--- src/rtl/rv32_fetch_if.sv ---
// Instruction bus between the RV32 fetch stage (master) and instruction memory (slave).
// The fetch stage holds the address stable from request until the read completes.
interface rv32_fetch_if;
    logic [31:0] instr_address_out;
    logic        instr_read_out;
    logic        instr_ready_in;
    logic [31:0] instr_read_value_in;

    modport master (
        output instr_address_out,
        output instr_read_out,
        input  instr_ready_in,
        input  instr_read_value_in
    );

    modport slave (
        input  instr_address_out,
        input  instr_read_out,
        output instr_ready_in,
        output instr_read_value_in
    );
endinterface

--- src/rtl/rv32_fetch.sv ---
// RV32 instruction fetch stage: PC, instruction bus requests, decode output register, redirects.
// Optional one-entry skid buffer for reads completing under stall: define RV32_FETCH_BUFFER_EN.
module rv32_fetch #(
    parameter logic [31:0] RESET_VECTOR = 32'h0000_0000
) (
    input  logic         clk,
    input  logic         reset,
    input  logic         stall_in,
    input  logic         flush_in,
    input  logic         branch_mispredicted_in,
    input  logic [31:0]  branch_pc_in,
    rv32_fetch_if.master bus,
    output logic [31:0]  pc_out,
    output logic [31:0]  instr_out,
    output logic         valid_out
);

    localparam logic [0:0]  FETCH   = 1'b0;
    localparam logic [0:0]  DISCARD = 1'b1;
    localparam logic [31:0] NOP     = 32'h0000_0013;

    logic [0:0]  state;
    logic [31:0] pc;
    logic [31:0] pending_pc;
    logic [31:0] target;
    logic        read_req;
    logic        done;
    logic        buf_full;

`ifdef RV32_FETCH_BUFFER_EN
    logic [31:0] buf_pc;
    logic [31:0] buf_instr;
`else
    assign buf_full = 1'b0;
`endif

    // In DISCARD the outstanding read must run to completion, so the request stays up.
    always_comb begin
        target   = branch_pc_in & 32'hFFFF_FFFC;
        read_req = !reset && ((state == DISCARD) || !buf_full);
        done     = read_req && bus.instr_ready_in;
    end

    assign bus.instr_address_out = pc;
    assign bus.instr_read_out    = read_req;

    always_ff @(posedge clk) begin
        if (reset) begin
            state      <= FETCH;
            pc         <= RESET_VECTOR;
            pending_pc <= RESET_VECTOR;
            valid_out  <= 1'b0;
            instr_out  <= NOP;
            pc_out     <= RESET_VECTOR;
`ifdef RV32_FETCH_BUFFER_EN
            buf_full   <= 1'b0;
            buf_pc     <= RESET_VECTOR;
            buf_instr  <= NOP;
`endif
        end else if (state == DISCARD) begin
            valid_out <= 1'b0;
            if (done) begin
                pc    <= branch_mispredicted_in ? target : pending_pc;
                state <= FETCH;
            end else if (branch_mispredicted_in) begin
                pending_pc <= target;
            end
        end else if (branch_mispredicted_in) begin
            valid_out <= 1'b0;
            instr_out <= NOP;
`ifdef RV32_FETCH_BUFFER_EN
            buf_full  <= 1'b0;
`endif
            if (done || !read_req) begin
                pc <= target;
            end else begin
                pending_pc <= target;
                state      <= DISCARD;
            end
        end else if (stall_in) begin
`ifdef RV32_FETCH_BUFFER_EN
            if (done) begin
                buf_pc    <= pc;
                buf_instr <= bus.instr_read_value_in;
                buf_full  <= 1'b1;
                pc        <= pc + 32'd4;
            end
`endif
        end
`ifdef RV32_FETCH_BUFFER_EN
        // No read is issued while full, so draining never collides with a completion.
        else if (buf_full) begin
            if (flush_in) begin
                valid_out <= 1'b0;
                instr_out <= NOP;
            end else begin
                pc_out    <= buf_pc;
                instr_out <= buf_instr;
                valid_out <= 1'b1;
                buf_full  <= 1'b0;
            end
        end
`endif
        else if (flush_in) begin
            valid_out <= 1'b0;
            instr_out <= NOP;
        end else if (done) begin
            pc_out    <= pc;
            instr_out <= bus.instr_read_value_in;
            valid_out <= 1'b1;
            pc        <= pc + 32'd4;
        end else begin
            valid_out <= 1'b0;
        end
    end

endmodule

--- src/flat_wrapper.sv ---
// flat-port wrapper written by rule: the top's interface ports become plain ports
module rv32_fetch_flat 
#(
    parameter logic [31:0] RESET_VECTOR = 32'h0000_0000
)
  (clk, reset, stall_in, flush_in, branch_mispredicted_in, branch_pc_in, pc_out, instr_out, valid_out, bus_instr_address_out, bus_instr_read_out, bus_instr_ready_in, bus_instr_read_value_in);
  rv32_fetch_if bus_i ();
  input  logic clk;
  input  logic reset;
  input  logic stall_in;
  input  logic flush_in;
  input  logic branch_mispredicted_in;
  input  logic [31:0] branch_pc_in;
  output logic [31:0] pc_out;
  output logic [31:0] instr_out;
  output logic valid_out;
  output wire logic [$bits(bus_i.instr_address_out)-1:0] bus_instr_address_out;
  output wire logic [$bits(bus_i.instr_read_out)-1:0] bus_instr_read_out;
  input wire logic [$bits(bus_i.instr_ready_in)-1:0] bus_instr_ready_in;
  input wire logic [$bits(bus_i.instr_read_value_in)-1:0] bus_instr_read_value_in;
  assign bus_instr_address_out = bus_i.instr_address_out;
  assign bus_instr_read_out = bus_i.instr_read_out;
  assign bus_i.instr_ready_in = bus_instr_ready_in;
  assign bus_i.instr_read_value_in = bus_instr_read_value_in;
  rv32_fetch #(.RESET_VECTOR(RESET_VECTOR)) u_core (.clk(clk), .reset(reset), .stall_in(stall_in), .flush_in(flush_in), .branch_mispredicted_in(branch_mispredicted_in), .branch_pc_in(branch_pc_in), .bus(bus_i), .pc_out(pc_out), .instr_out(instr_out), .valid_out(valid_out));
endmodule
--- config.mk ---
export PLATFORM = sky130hd
export DESIGN_NAME = rv32_fetch_flat
export DESIGN_NICKNAME = d
export VERILOG_FILES = /design/src/rtl/rv32_fetch_if.sv /design/src/rtl/rv32_fetch.sv /design/src/flat_wrapper.sv
export SDC_FILE = /design/constraint.sdc
export NUM_CORES = 1
export LEC_CHECK = 0
export ABC_AREA = 1
export CAP_MARGIN = 20
export CORE_UTILIZATION = 50
export CTS_CLUSTER_SIZE = 16
export DETAILED_ROUTE_END_ITERATION = 10
export PLACE_DENSITY = 0.83
export SYNTH_ARGS = -nofsm -noshare
export SYNTH_HDL_FRONTEND = slang
export SYNTH_SLANG_ARGS = --single-unit
--- constraint.sdc ---
create_clock -name clk -period 3.5 [get_ports clk]
set_input_delay 0.525 -clock clk [delete_from_list [all_inputs] [get_ports clk]]
set_output_delay 0.525 -clock clk [all_outputs]
set_load 0.1 [all_outputs]
==> impl_metrics.ini <==
[place]
place_inst = 1126
portBuffers = 165
dp_hpwl_mm = 11.8
globalplace.congestion = 0.941

[timing]
setup_violations = 0
tns_ps = 0
fin_worst_skew_ps = 5.52
max_slew_margin = 0.314
drv_slew = 0
grt_setup_unrepaired = false
hold_viol = 0
period_share = 0.755
worst_slew_pin_slew_ps = 1030
max_freq_ghz = 0.378
min_period_ps = 2640

[floorplanning]
start_util = 0.517
num_rows = 39
core_um2 = 11500
die-area_um2 = 12300
die_w_um = 111
die_height_um = 111
io-pin-count = 168

[yosys]
synthesis.nets = 930
synth_ff_type = dfxtp_1
netlist_area_um2 = 5930
yosysWarningCount = 0
synthTopCellsByArea = dfxtp_1, a21oi_1, nand2_1
async_flop_share = 0
synth_seq_cells = 130
synth_edf_count = 0
netlist_instances = 859
ys_seq_area_frac = 0.439
yosysTopAreaCell = dfxtp_1
avgSynthCellArea_um2 = 6.90
synth_top_area_frac = 0.439
ys_types = 36

[cts]
clk_pin_slew_ps = 50
clk_latency_ps = 420
cts_tree = built
post_cts_buffers = 0
clock_path_buffers = 2
ctsHoldBuffers = 0
clkSinkCount = 130
cts_root_buf = clkbuf_16
cts-resized-gates = 0
cts_inserted_buffers = 17
cts_max_level = 4

[cells_and_area]
final_core_util = 0.713
stdcell_count = 1156
n_fill_cell = 895
fin_nets = 1073
register_area_um2 = 2600
multiInputGateArea_um2 = 2790
mostFrequentLayoutCells = nand2_1, clkdlybuf4s50_1, a21oi_1, dfxtp_1, o21ai_0
syn_to_final_growth_pct = 37.9
drive_gt1_frac = 0.0563
diodes = 0
mostFrequentLayoutCell = nand2_1

[power]
ir_drop_v = 0.000396
p_leak_nw = 3.07
p_per_area_nw_per_um2 = 520

[run_status]
status = finished clean

[worst_setup_path]
r2r_cells = 9
cp.depth = 1
worstPathRequired_ps = 2970
cp_num_buf_inv = 1
end_kind = output pin
critPathArrivalTime_ps = 2120
cp_cell_sequence = clkdlybuf4s50_1
critPathMaxStageDelay_ps = 1200
crit_type = reg2out
worst_setup_path_start_kind = flop
path_delay_family = buffers and inverters
worst-path-max-fanout = 7
slowest_stage = clkdlybuf4s50_1

[routing]
drt_wl_total_mm = 17.4
wire_per_inst_um = 15.1
drc_errors = 0
vias_per_cell = 5.42
firstDrtPassIters = 5
vias = 6265
drtIter0Drc = 545
ant_nets = 0

[grt]
grt_pass1_vias = 5837
grt_pass1_wl_mm = 28.6
grt.busiest_layer = met2
grt_max_degree = 91
grt_util_met2 = 0.446
grtUsageTotal = 0.287
grt_overflow_total = 0
use_met1 = 0.371
grtUsageMet3 = 0.102
antenna_found_initial = 0

[min_path]
holdPathStages = 2
hp-class = reg2reg

[run]
maxCapViolCount = 0
==> final cells by class <==
type / instances / area share
multi-input cells: 604 / 0.341
flip-flops and latches: 130 / 0.318
repair buffers: 177 / 0.214
clock buffers: 25 / 0.0618
inverters: 72 / 0.0333
well taps: 143 / 0.0219
clock inverters: 5 / 0.00918
==> sequential cells by signal, summed over array words and instances, names as in the netlist <==
name and count:
u_core.bus.instr_address_out 32, u_core.instr_out 32, u_core.pc_out 32, u_core.pending_pc 32
u_core.state 1, u_core.valid_out 1
==> kinds of logic after synthesis <==
family          Yosys count  share of synthesized area
simple gates            321                      0.225
compound gates          281                      0.242
flops                   130                      0.439
buf+inv                 125                     0.0905
xor+xnor                  1                    0.00148
fa+ha+maj                 1                    0.00211
==> routing by layer <==
| layer | up-vias | routed length (um) |
|---|---|---|
| li1 | 3129 | - |
| met1 | 2831 | 7420 |
| met2 | 279 | 8080 |
| met3 | 26 | 1620 |
| met5 | - | 0 |
| met4 | 0 | 274 |
==> synth_stat cells (2+ instances only) <==
cell type and count:
inv_1 65, clkbuf_1 26, o21ai_0 119, dfxtp_1 130, nand2_1 179, a21oi_1 143
buf_4 8, buf_2 16, o31ai_1 2, a22oi_1 2, o21ai_1 7, nand3b_1 2
nand3_1 51, nor2_4 4, buf_6 2, nand2_2 2, nor3_1 3, inv_2 6
nor2_1 75
==> power by group <==
part / switching, mW / total, mW / leakage, nW / internal, mW
Sequential: 0.0694 / 1.63 / 1.06 / 1.56
Clock: 0.614 / 1.74 / 0.289 / 1.13
Combinational: 0.630 / 0.876 / 1.72 / 0.246
Total: 1.31 / 4.25 / 3.07 / 2.94
==> worst paths after layout <==
check,from,end,slack (ps)
max,u_core.bus.instr_address_out[14],bus_instr_address_out[14],860
min reg2reg,u_core.pending_pc[3],u_core.pending_pc[3],450
min,u_core.pending_pc[3],u_core.pending_pc[3],450
max reg2reg,u_core.bus.instr_address_out[3],u_core.bus.instr_address_out[22],1510
==> worst min-delay path, cell delays in order, from the launching register on <==
cell and delay, ps:
dfxtp_1 310, inv_1 50, a21oi_1 50
==> through the flow <==
stage | cell area [um2] | power, mW | setup WS, ps | hold WS, ps
after floorplan | 5930 | 2.27 | 1150 | 424
after global placement | 7600 | 2.51 | 730 | 434
after detailed placement | 7600 | 2.52 | 665 | 438
after CTS | 8180 | 4.25 | 847 | 447
after global routing | 8180 | 4.40 | 792 | 463
final | 8180 | 4.25 | 858 | 446
(Power assumes the default switching activity.)
